$ cat config.mk
export PLATFORM = sky130hd
export DESIGN_NAME = root_5_en_iter
export DESIGN_NICKNAME = d
export VERILOG_FILES = /design/src/rtl/root_5_en_iter.sv
export SDC_FILE = /design/constraint.sdc
export NUM_CORES = 1
export LEC_CHECK = 0
export CAP_MARGIN = 20
export CORE_ASPECT_RATIO = 1.4
export CORE_UTILIZATION = 55
export DETAILED_ROUTE_END_ITERATION = 6
export PLACE_DENSITY = 0.73
export SLEW_MARGIN = 20
export SYNTH_ARGS = -nofsm -noshare
export SYNTH_HDL_FRONTEND = slang
export SYNTH_SLANG_ARGS = --single-unit
$ cat constraint.sdc
create_clock -name clk -period 14.9 [get_ports clk]
set_input_delay 2.98 -clock clk [delete_from_list [all_inputs] [get_ports clk]]
set_output_delay 2.98 -clock clk [all_outputs]
set_load 0.005 [all_outputs]
$ cat src/rtl/root_5_en_iter.sv
`default_nettype none
// ============================================================================
// Module      : root_5_en_iter
// Description : Iterative fifth root, res = floor(arg ** (1/5)), found by
//               bit-serial binary search (one result bit per 6 enabled cycles).
// Revision    : 1.0 - initial release
// ============================================================================
module root_5_en_iter #(
  parameter int W = 8
) (
  input  logic             clk,
  input  logic             rst_n,
  input  logic             clk_en,
  input  logic             arg_vld,
  input  logic [5*W-1:0]   arg,
  output logic             arg_rdy,
  output logic             res_vld,
  output logic [W-1:0]     res,
  output logic             busy
);

  localparam int AW = 5 * W;
  localparam int IW = (W > 1) ? $clog2(W) : 1;

  typedef enum logic [2:0] {
    S_IDLE = 3'd0,
    S_SET  = 3'd1,
    S_MUL  = 3'd2,
    S_CMP  = 3'd3,
    S_DONE = 3'd4
  } state_t;

  state_t          state_q, state_d;
  logic [AW-1:0]   y_q, y_d;
  logic [AW-1:0]   p_q, p_d;
  logic [W-1:0]    root_q, root_d;
  logic [W-1:0]    cand_q, cand_d;
  logic [IW-1:0]   i_q, i_d;
  logic [1:0]      k_q, k_d;
  logic [W-1:0]    res_q, res_d;
  logic            res_vld_q, res_vld_d;
  logic            busy_q, busy_d;

  logic [W-1:0]    w_bit;
  logic [W-1:0]    w_cand;
  logic [AW-1:0]   w_prod;

  always_ff @(posedge clk or negedge rst_n) begin
    if (!rst_n) begin
      state_q   <= S_IDLE;
      y_q       <= '0;
      p_q       <= '0;
      root_q    <= '0;
      cand_q    <= '0;
      i_q       <= '0;
      k_q       <= '0;
      res_q     <= '0;
      res_vld_q <= 1'b0;
      busy_q    <= 1'b0;
    end else begin
      state_q   <= state_d;
      y_q       <= y_d;
      p_q       <= p_d;
      root_q    <= root_d;
      cand_q    <= cand_d;
      i_q       <= i_d;
      k_q       <= k_d;
      res_q     <= res_d;
      res_vld_q <= res_vld_d;
      busy_q    <= busy_d;
    end
  end

  always_comb begin
    w_bit  = W'(1) << i_q;
    w_cand = root_q | w_bit;
    // Truncation to AW bits is harmless: cand^5 never exceeds 2^(5W)-1.
    w_prod = p_q * {{(AW - W){1'b0}}, cand_q};

    state_d   = state_q;
    y_d       = y_q;
    p_d       = p_q;
    root_d    = root_q;
    cand_d    = cand_q;
    i_d       = i_q;
    k_d       = k_q;
    res_d     = res_q;
    res_vld_d = res_vld_q;
    busy_d    = busy_q;

    if (clk_en) begin
      res_vld_d = 1'b0;
      case (state_q)
        S_IDLE: begin
          if (arg_vld) begin
            y_d     = arg;
            root_d  = '0;
            i_d     = IW'(W - 1);
            busy_d  = 1'b1;
            state_d = S_SET;
          end
        end
        S_SET: begin
          cand_d  = w_cand;
          p_d     = {{(AW - W){1'b0}}, w_cand};
          k_d     = 2'd0;
          state_d = S_MUL;
        end
        S_MUL: begin
          p_d = w_prod;
          k_d = k_q + 2'd1;
          if (k_q == 2'd3) begin
            state_d = S_CMP;
          end
        end
        S_CMP: begin
          if (p_q <= y_q) begin
            root_d = cand_q;
          end
          if (i_q == '0) begin
            state_d = S_DONE;
          end else begin
            i_d     = i_q - IW'(1);
            state_d = S_SET;
          end
        end
        S_DONE: begin
          res_d     = root_q;
          res_vld_d = 1'b1;
          busy_d    = 1'b0;
          state_d   = S_IDLE;
        end
        default: begin
          state_d = S_IDLE;
        end
      endcase
    end
  end

  assign arg_rdy = (state_q == S_IDLE);
  assign res_vld = res_vld_q;
  assign res     = res_q;
  assign busy    = busy_q;

endmodule
`default_nettype wire

* After elaboration in Yosys (flattened, before gate mapping) *
Cells that the tools add are included.

word-level totals
  register bits after elaboration = 114
  input port bits = 44
  output and inout port bits = 11
  logic and storage cells = 53

cells by class
  add/subtract/negate cells = 2
  multipliers = 1
  $lt $le $gt $ge = 1
  equality and inequality tests = 9
  shift operators = 1
  multiplexer cells = 15
  bitwise logic cells = 1
  reduce and logical (&&, ||, !) cells = 13

operators by type and width
  kind                                              count
  case mux 40 bit (2 select lines)                  1
  less-or-equal comparator 40 bit                   1
  multiplier 40 x 8 -> 40 bit                       1
  2-to-1 mux 8 bit                                  2
  case mux 8 bit (2 select lines)                   1
  2-to-1 mux 3 bit                                  5
  case mux 3 bit (4 select lines)                   1
  AND reduction 3 bit                               3
  != test 2 bit, second input constant              4
  OR 8 bit                                          1
  AND reduction 4 bit                               2
  << shifter 1 x 3 -> 8 bit, first input constant   1
  == test 3 x 2 -> 1 bit, second input constant     2
  zero test 3 bit                                   2
  case mux 3 bit (2 select lines)                   1
  AND reduction 2 bit                               3
  nonzero test 2 bit                                3
  case mux 2 bit (2 select lines)                   1
  == test 3 x 1 -> 1 bit, second input constant     1
  == test 3 bit, second input constant              1
  subtractor 3 x 1 -> 3 bit, second input constant  1
  adder 2 x 1 -> 2 bit, second input constant       1
  == test 2 bit, second input constant              1
  2-to-1 mux 1 bit                                  2
  case mux 1 bit (2 select lines)                   1

* Depth between registers and ports, before layout *
Gate-level depths: netlist of run 1.

  word-level depth = 3
  gate-level depth with buffers = 21
  gate-level depth less buffers = 18

* Worst setup path before layout of run 1 *
OpenSTA, ideal clock, no wires.

  kind = flip-flop to flip-flop
  start point = register cand_q[3]
  end point = register p_q[38]
  library setup time = 0.134 ns
  arrival time = 4.999 ns
  data required time = 14.766 ns
  setup slack = 9.766 ns
  cell stages (with the launch flop) = 19
  buffers on the path = 2
  clock period less this slack = 5.134 ns
  cells stage by stage = dfrtp_1 -> clkbuf_1 -> clkbuf_1 -> and2_1 -> fa_1 -> fa_1 -> fa_1 -> inv_1 -> fa_1 -> inv_1 -> ha_1 -> a21oi_1 -> a21oi_1 -> o311a_1 -> or4b_1 -> a31oi_1 -> a21oi_1 -> xnor2_1 -> o21ai_0

on the way
  longest elaborated chain between the ends = 2

ends and longest elaborated chain
  element                           line  text
  start, declared                   37    logic [W-1:0] cand_q, cand_d;
  start signal, assigned            65    cand_q <= cand_d;
  multiplier 40 x 8 -> 40 bit       78    w_prod = p_q * {{(AW - W){1'b0}}, cand_q};
  case mux 40 bit (2 select lines)  93    case (state_q)
  end signal, assigned              63    p_q <= p_d;
  end, declared                     35    logic [AW-1:0] p_q, p_d;

No other way between the ends.
A chain may end at the register's enable or synchronous reset.

* Worst setup path in the final report of run 1 *
  start point = register p_q[8]
  end point = register p_q[25]

on the way
  longest elaborated chain between the ends = 2

ends and longest elaborated chain
  element                           line
  multiplier 40 x 8 -> 40 bit       78
  case mux 40 bit (2 select lines)  93

No other way between the ends.

==> summary.md, run 1 <==
| Metric | Value |
|---|---|
| Status | finished clean |
| Filler instances | 2107 |
| All-Layer GR Usage | 0.302 |
| CTS-repair resized insts | 0 |
| Clk sink count | 114 |
| Hold_buf cts | 0 |
| Tcrit/Tclk final | 0.392 |
| CTS Buf Count | 17 |
| Die X | 138 um |
| Starting DRT DRC Count | 612 |
| Post-synth top cells | 234 x and2_1, 226 x inv_1, 204 x fa_1, 114 x dfrtp_1, 106 x nand2_1 |
| WL/cell | 19.6 um |
| Rel. slew slack | 0.223 |
| Post-layout min period | 5840 ps |
| Antenna violations before repair | 0 |
| Ys async rst share | 1.00 |
| Xor and xnor area share after synthesis | 0.0223 |
| Area Overhead vs Synth | 10.1% |
| Nets | approximately 1.9k |
| Hpwl dp | 27.6 mm |
| Clk buf depth | 2 |
| Design Area, Final | around 16000 um^2 |
| Worst-margin pin slew | 1160 ps |
| Reported max-cap violation count | 0 |
| RePlAce Congestion | 0.926 |
| Placed Area | 15100 um^2 |
| Type of the worst setup path | register to register |
| RSZ-0062 raised after global routing | false |
| Final ANT Viol Nets | 0 |
| Post-synth top area share | 0.285 |
| Via Count | 10.9k |
| Largest family of logic cells by synthesized area | adder cells |
| Post-Synthesis Cells | between 1.5k and 2k |
| Multi-input gate area | 10400 um^2 |
| Top-count cell post-synth | and2_1 |
| Max Slew Vio Count | 0 |
| Setup_tns | 0 ps |
| Root Buffer | clkbuf_16 |
| I/O pin count | 55 |
| Sequential-to-total area share from yosys stat | 0.199 |
| DRC viols | 0 |
| Core Area | ~25000 um^2 |
| Pin count of the biggest net entering global routing | slightly above 60 |
| Post-Route WL | 36.8 mm |
| Cell taking the most area after synthesis | fa_1 |
| DRT Pass-1 Iters | 5 |
| Hold Path Class | register to register |
| Compound-gate portion of the synthesized area | 0.102 |
| Vias per cell | 5.82 |
| Critical Path End Type | register |
| Final setup viols | 0 |
| IO Port Bufs | 54 |
| Post-synth EDFFs | 0 |
| Syn nets | 1867 |
| Mux contribution to synthesized area | 0.0427 |
| Fmax | approximately 0.17 GHz |
| Clk_lat worst skew | 450 ps |
| Post-CTS setup buffers | 0 |
| Ys flop type | dfrtp_1 |
| First-pass GRT wire length | 61.2 mm |
| H-tree depth | 4 |
| FP Rows | 69 |
| Cell variety after synth | 67 |
| Fin util | 0.619 |
| Fraction of layout cells with a size suffix above 1 | 0.0699 |
| Die area | 26700 um^2 |
| Post-Synth Simple-Gate Area | 0.191 |
| Reg area | 2850 um^2 |
| Startpoint Class | register |
| GRT overflow | 0 |
| YS warnings | 0 |
| Initial Util | 0.563 |
| Seq cells post-synth | 114 |
| Syn Area/Cell | 9.40 um^2 |
| Worst Path Max Fanout | 10 |
| Req. time, crit path | 15280 ps |
| CP Data Arrival Time | 6220 ps |
| CTS tree | done |
| Main area contributors after synthesis | fa_1 28%, dfrtp_1 20%, and2_1 10% |
| Die Ht | 193 um |
| Diode count | 0 |
| Mapped cell area | 14300 um^2 |
| Post-Synth Adder-Cell Area | 0.367 |
| Worst hold slack | 491 ps |
| Vias in the first global route | 11.9k |
| Worst Clk Skew | approximately 12 ps |
| Hold Vio Cnt, Final | 0 |
| Clock slew at reported path FFs | ~60 ps |
## routing by layer
layer,up-vias,track usage,wire [um]
li1,4964,-,-
met1,5564,0.340,14000
met2,317,0.547,19100
met3,100,0.0499,1860
met4,0,0.175,1900
met5,-,0,0
## sequential cells by signal (all words and copies together), names as in the netlist
name / count
busy: 1
p_q: 40
i_q: 3
root_q: 8
cand_q: 8
state_q: 3
k_q: 2
res: 8
y_q: 40
res_vld: 1
## cells by family after synthesis
kind of cell,count (synthesis)
AND/OR/NAND/NOR,508
adder cells (fa/ha/maj),298
buffers and inverters,291
AO/OA/AOI/OAI,224
flip-flops,114
multiplexers,55
XOR/XNOR,35
## through the flow
step           worst slack [ps]  cells
2_1_floorplan              9770   1525
3_3_place_gp               9210   1847
3_5_place_dp               9180   1847
4_1_cts                    9140   1879
5_1_grt                    8830   1879
6_report                   9060   1879
## final timing paths
path / startpoint / to / slack (ps) / cells after the start
min reg2reg: res_vld / res_vld / 490 / 1
max: p_q[8] / p_q[25] / 9060 / 15
max reg2reg: p_q[8] / p_q[25] / 9060 / 15
max in group asynchronous: rst_n / p_q[22] / 10990 / 2
min: res_vld / res_vld / 490 / 1
min in group asynchronous: rst_n / res[1] / 2610 / 1
## cells in the final DEF (no fill, tap or decap), drive strengths merged, types with 16 or more instances in the layout
master and instances:
nor2 54, nor3 16, o21ai 67, dfrtp 114, nand2 106, xnor2 21, mux2 49, a21oi 49
and2 234, clkbuf 17, clkdlybuf4s50 53, nand3 39, ha 94, inv 233, fa 204
## critical path, cell delays in order (launching register included)
cell and delay, ps:
dfrtp_1 540, and2_1 260, fa_1 540, fa_1 530
fa_1 560, inv_1 60, fa_1 540, inv_1 50
ha_1 360, a21oi_1 280, nor3b_1 300, a211oi_1 170
o311ai_1 740, nand2_1 190, a2111oi_0 480, a31o_2 170
## cell type report
type	instances	area share
multi-input cells	1120	0.660
flip-flops and latches	114	0.181
inverters	227	0.0540
repair buffers	67	0.0403
clock buffers	17	0.0270
well taps	319	0.0253
clock inverters	15	0.0124
Power of run 1 is not shown: default switching activity piles up to over one toggle a cycle in this logic, so the estimate is an artifact.
==> inputs of run 2 (changes only) <==
- clock period: 14.9 -> 5.6 ns (I/O delays scaled with it)
==> summary.md, run 2 (synthesized netlist as in run 1, its figures left out) <==
| Metric | Value |
|---|---|
| Pin count of the biggest net entering global routing | 65 (was 62) |
| Final setup viols | 0 (unchanged) |
| Hold Vio Cnt, Final | 0 (unchanged) |
| Setup_tns | 0 ps (unchanged) |
| Hpwl dp | 28.5 mm (was 27.6 mm) |
| Critical Path End Type | register (unchanged) |
| Nets | 1913 (was 1889) |
| GRT overflow | 0 (unchanged) |
| Status | finished clean (unchanged) |
| WL/cell | 19.5 um (was 19.6 um) |
| Cell at the slowest stage of the critical path | fa_1 (was o311ai_1) |
| Core Area | 25500 um^2 (unchanged) |
| Starting DRT DRC Count | 693 (was 612) |
| Area Overhead vs Synth | 11.3% (was 10.1%) |
| I/O pin count | 55 (unchanged) |
| Diode count | 0 (unchanged) |
| Vias per cell | 5.88 (was 5.82) |
| Worst Path Max Fanout | 22 (was 10) |
| All-Layer GR Usage | 0.302 (about the same) |
| Initial Util | 0.563 (unchanged) |
| Final ANT Viol Nets | 0 (unchanged) |
| Antenna violations before repair | 0 (unchanged) |
| Req. time, crit path | 5880 ps (was 15280 ps) |
| Die area | 26700 um^2 (unchanged) |
| Hold Crit Start | res_vld (unchanged) |
| Clk_lat worst skew | 440 ps (was 450 ps) |
| Clk sink count | 114 (unchanged) |
| Hold Path Class | register to register (unchanged) |
| CTS Buf Count | 17 (unchanged) |
| FP Rows | 69 (unchanged) |
| Via Count | 11.2k (was 10.9k) |
| CP Data Arrival Time | 5670 ps (was 6220 ps) |
| RSZ-0062 raised after global routing | false (unchanged) |
| Fmax | 0.186 GHz (was 0.171 GHz) |
| Fraction of layout cells with a size suffix above 1 | 0.0846 (was 0.0699) |
| First-pass GRT wire length | 61.9 mm (was 61.2 mm) |
| DRC viols | 0 (unchanged) |
| Most common cell after layout, fill and taps aside | and2_1 (unchanged) |
| Crit-path most repeated cell | fa_1 (unchanged) |
| Type of the worst setup path | register to register (unchanged) |
| Max Slew Vio Count | 0 (unchanged) |
| CP peak stage delay | 570 ps (was 740 ps) |
| DRT Pass-1 Iters | 5 (unchanged) |
| Clock slew at reported path FFs | 60 ps (about the same) |
| Hold_buf cts | 0 (unchanged) |
| Reported max-cap violation count | 0 (unchanged) |
| Root Buffer | clkbuf_16 (unchanged) |
| Startpoint Class | register (unchanged) |
| Post-Route WL | 37.2 mm (was 36.8 mm) |
| Critical path launch point | cand_q[4] (was p_q[8]) |
| Crit-path cells | buf_6 -> and2_1 -> fa_1 -> fa_1 -> inv_1 -> fa_1 -> fa_1 -> inv_1 -> ha_1 -> o21ai_0 -> o21ai_0 -> a31oi_1 -> o21ai_1 -> a211oi_1 -> buf_4 -> o21ai_0 -> mux2i_1 -> o211ai_1 (was and2_1 -> fa_1 -> fa_1 -> fa_1 -> inv_1 -> fa_1 -> inv_1 -> ha_1 -> a21oi_1 -> nor3b_1 -> a211oi_1 -> o311ai_1 -> nand2_1 -> a2111oi_0 -> a31o_2) |
| Die Ht | 193 um (unchanged) |
| Tcrit/Tclk final | 0.962 (was 0.392) |
| Top Registers | p_q x40, y_q x40 (unchanged) |
| IO Port Bufs | 54 (unchanged) |
| Worst Clk Skew | 13.9 ps (was 12.1 ps) |
| Vias in the first global route | 12.1k (was 11.9k) |
| Die X | 138 um (unchanged) |
| Worst-margin pin slew | 829 ps (was 1160 ps) |
| CTS tree | done (unchanged) |
| Post-layout min period | 5390 ps (was 5840 ps) |
| Filler instances | 2100 (was 2107) |
| Critical R2R Launch | cand_q[4] (was p_q[8]) |
| Post-CTS setup buffers | 0 (unchanged) |
| Most frequent cells in the layout | 234 x and2_1, 226 x inv_1, 204 x fa_1 (unchanged) |
| Rel. slew slack | 0.447 (was 0.223) |
| RePlAce Congestion | 0.890 (was 0.926) |
| CTS-repair resized insts | 0 (unchanged) |
| H-tree depth | 4 (unchanged) |
| Clk buf depth | 2 (unchanged) |
[run 2: changes by cell type in the layout (fill, tap and decap cells not counted), moves of 2 or more]
| cell | change |
|---|---|
| clkbuf_8 | +2 |
| clkinvlp_4 | +2 |
| buf_4 | +23 |
| inv_8 | -2 |
[run 2: area by class of cell]
| type | count | area, um^2 | area share |
|---|---|---|---|
| Multi-Input combinational cell | 1120 | 10400 | 0.654 |
| Sequential cell | 114 | 2850 | 0.179 |
| Inverter | 227 | 852 | 0.0534 |
| Timing Repair Buffer | 91 | 820 | 0.0514 |
| Clock buffer | 19 | 453 | 0.0284 |
| Tap cell | 319 | 399 | 0.0250 |
| Clock inverter | 13 | 149 | 0.00934 |
[run 2: routing by layer]
layer / GRT usage / up-vias / share of wire
met3: 0.0437 / 126 / 0.046
met5: 0 / - / 0
met1: 0.332 / 5660 / 0.37
met4: 0.164 / 0 / 0.049
met2: 0.567 / 384 / 0.53
li1: - / 5018 / -
[run 2: worst paths after layout]
check | endpoint | slack (ps) | cells past startpoint
max | p_q[30] | 210 | 18
min | res_vld | 490 | 1
max reg2reg | p_q[30] | 210 | 18
min reg2reg | res_vld | 490 | 1
max in group asynchronous | p_q[22] | 3630 | 2
min in group asynchronous | res[6] | 770 | 1
[run 2: stage by stage]
step	setup slack [ps]	instances	cell area [um^2]	hold WS [ps]	util
after floorplan	466	1525	14300	468	-
after global placement	207	1871	15300	468	0.602
after detailed placement	140	1871	15300	474	0.602
after CTS	86.1	1903	15900	492	0.625
after global routing	12.0	1903	15900	499	0.626
final	211	1903	15900	494	0.626
[run 2: critical path: cells and delay by family (launching register included)]
kind,cells,cell delay (ps)
AOI/OAI and AO/OA,7,1530
and+or+nand+nor,1,170
DFF,1,440
buffers and inverters,4,490
muxes,1,220
adders and majority gates,5,2380
Power of run 2 is left out for the same reason.
==> inputs of run 3 (changes only) <==
- CORE_UTILIZATION: 55 -> 64
- PLACE_DENSITY: 0.73 -> 0.95
==> summary.md, run 3 (synthesized netlist as in run 1, its figures left out) <==
| Metric | Value |
|---|---|
| Type of the worst setup path | register to register (unchanged) |
| H-tree depth | 4 (unchanged) |
| Worst Path Max Fanout | 17 (was 22) |
| I/O pin count | 55 (unchanged) |
| DRC viols | 12 (was 0) |
| Pin count of the biggest net entering global routing | 69 (was 65) |
| Hold_buf cts | 0 (unchanged) |
| Placement Setup Slack | 157 ps (was 140 ps) |
| Vias per cell | 6.72 (was 5.88) |
| Status | finished with violations (was finished clean) |
| CP Data Arrival Time | 6060 ps (was 5670 ps) |
| Initial Util | 0.653 (was 0.563) |
| Top cell family by delay on the critical path | adder cells (unchanged) |
| Nets | 1909 (was 1913) |
| Reg2reg setup slack | -80 ps (was 210 ps) |
| Area Overhead vs Synth | 11.3% (about the same) |
| Worst-margin pin slew | 1120 ps (was 829 ps) |
| GRT overflow | 0 (unchanged) |
| Antenna violations before repair | 0 (unchanged) |
| Post-Route WL | 45.4 mm (was 37.2 mm) |
| Hpwl dp | 30.0 mm (was 28.5 mm) |
| Clk sink count | 114 (unchanged) |
| Rel. slew slack | 0.249 (was 0.447) |
| Root Buffer | clkbuf_16 (unchanged) |
| CP peak stage delay | 580 ps (was 570 ps) |
| Worst hold slack | 480 ps (was 494 ps) |
| Most common cell after layout, fill and taps aside | and2_1 (unchanged) |
| Critical Path End Type | register (unchanged) |
| Hold Crit Depth | 1 (unchanged) |
| Hold Vio Cnt, Final | 0 (unchanged) |
| RSZ-0062 raised after global routing | true (was false) |
| Clk buf depth | 2 (unchanged) |
| CTS Buf Count | 17 (unchanged) |
| Diode count | 0 (unchanged) |
| Core Area | 21900 um^2 (was 25500 um^2) |
| Startpoint Class | register (unchanged) |
| Post-route worst setup slack | -78.5 ps (was 211 ps) |
| Worst Clk Skew | 28.7 ps (was 13.9 ps) |
| Hold Path Class | register to register (unchanged) |
| Vias in the first global route | 13.7k (was 12.1k) |
| Post-layout min period | 5680 ps (was 5390 ps) |
| Critical R2R Launch | cand_q[6] (was cand_q[4]) |
| Most frequent cells in the layout | 233 x and2_1, 226 x inv_1, 201 x fa_1 (was 234 x and2_1, 226 x inv_1, 204 x fa_1) |
| Final setup viols | 3 (was 0) |
| Bufs and invs on worst path | 4 (unchanged) |
| WL/cell | 24.2 um (was 19.5 um) |
| Worst R2R End | p_q[25] (was p_q[30]) |
| Req. time, crit path | 5980 ps (was 5880 ps) |
| Failing checks | DRC, setup timing |
| Final ANT Viol Nets | 0 (unchanged) |
| Placed cells | 1841 (was 1871) |
| DRT Pass-1 Iters | 7 (was 5) |
| Die area | 23000 um^2 (was 26700 um^2) |
| FP Rows | 64 (was 69) |
| Die Ht | 179 um (was 193 um) |
| Die X | 128 um (was 138 um) |
| Worst hold path endpoint | res_vld (unchanged) |
| RePlAce Congestion | 0.975 (was 0.890) |
| Top Registers | p_q x40, y_q x40 (unchanged) |
| Crit-path most repeated cell | fa_1 (unchanged) |
| All-Layer GR Usage | 0.419 (was 0.302) |
| Crit-path cells | buf_4 -> and2_1 -> fa_1 -> fa_1 -> fa_1 -> inv_1 -> fa_1 -> inv_1 -> ha_1 -> nand2_1 -> o21a_1 -> a211oi_1 -> o311ai_1 -> buf_4 -> a21oi_1 -> nor4_1 -> a2111oi_0 -> a31o_2 (was buf_6 -> and2_1 -> fa_1 -> fa_1 -> inv_1 -> fa_1 -> fa_1 -> inv_1 -> ha_1 -> o21ai_0 -> o21ai_0 -> a31oi_1 -> o21ai_1 -> a211oi_1 -> buf_4 -> o21ai_0 -> mux2i_1 -> o211ai_1) |
| Tcrit/Tclk final | 1.01 (was 0.962) |
| Starting DRT DRC Count | 1524 (was 693) |
| Clock slew at reported path FFs | 60 ps (about the same) |
| CTS tree | done (unchanged) |
| Reported max-cap violation count | 0 (unchanged) |
| Layout Cells excl Fill | 1876 (was 1903) |
| IO Port Bufs | 54 (unchanged) |
| Via Count | 12.6k (was 11.2k) |
| Max Slew Vio Count | 0 (unchanged) |
| Clk_lat worst skew | 460 ps (was 440 ps) |
| Hold Crit Start | res_vld (unchanged) |
| First-pass GRT wire length | 71.0 mm (was 61.9 mm) |
| Fmax | 0.176 GHz (was 0.186 GHz) |
| Cell at the slowest stage of the critical path | fa_1 (unchanged) |
| Fraction of layout cells with a size suffix above 1 | 0.0925 (was 0.0846) |
| Worst R2R Path Depth | 18 (unchanged) |
run 3: cell types whose count changed in the layout (fill, tap and decap cells not counted), sizes merged:
cell	previous run	this run
clkinvlp	3	4
inv	230	228
buf	38	34
run 3: worst max path at each step:
stage,startpoint,to,cells after the start
4_1_cts,p_q[2],p_q[32],17
3_5_place_dp,cand_q[3],p_q[36],17
5_1_grt,cand_q[6],p_q[25],18
3_3_place_gp,cand_q[3],p_q[35],17
6_report,cand_q[6],p_q[25],18
2_1_floorplan,cand_q[3],p_q[38],18
run 3: repair_timing:
item | in CTS | in global routing
setup endpoints to repair | 0 | 22
buffers inserted | 0 | 4
resized for setup | 0 | 25
run 3: layout make-up:
cell class              count  area, um^2
clock inverters            12         131
clock buffers              19         443
fillers                  1377        5990
well taps                 297         372
flip-flops and latches    114        2860
multi-input cells        1120       10500
inverters                 227         852
repair buffers             87         811
run 3: metrics by stage:
step | TNS [ps] | utilization | instance area [um^2]
final | -158 | 0.727 | 16000
after global placement | 0 | 0.696 | 15300
after CTS | 0 | 0.722 | 15800
after global routing | -592 | 0.727 | 16000
after floorplan | 0 | - | 14300
after detailed placement | 0 | 0.696 | 15300
run 3: layer usage:
metal,wire length [um],global-route usage
met1,13800,0.438
met2,21900,0.688
met3,5300,0.141
met4,4300,0.333
met5,0,0
Power of run 3 is left out for the same reason.
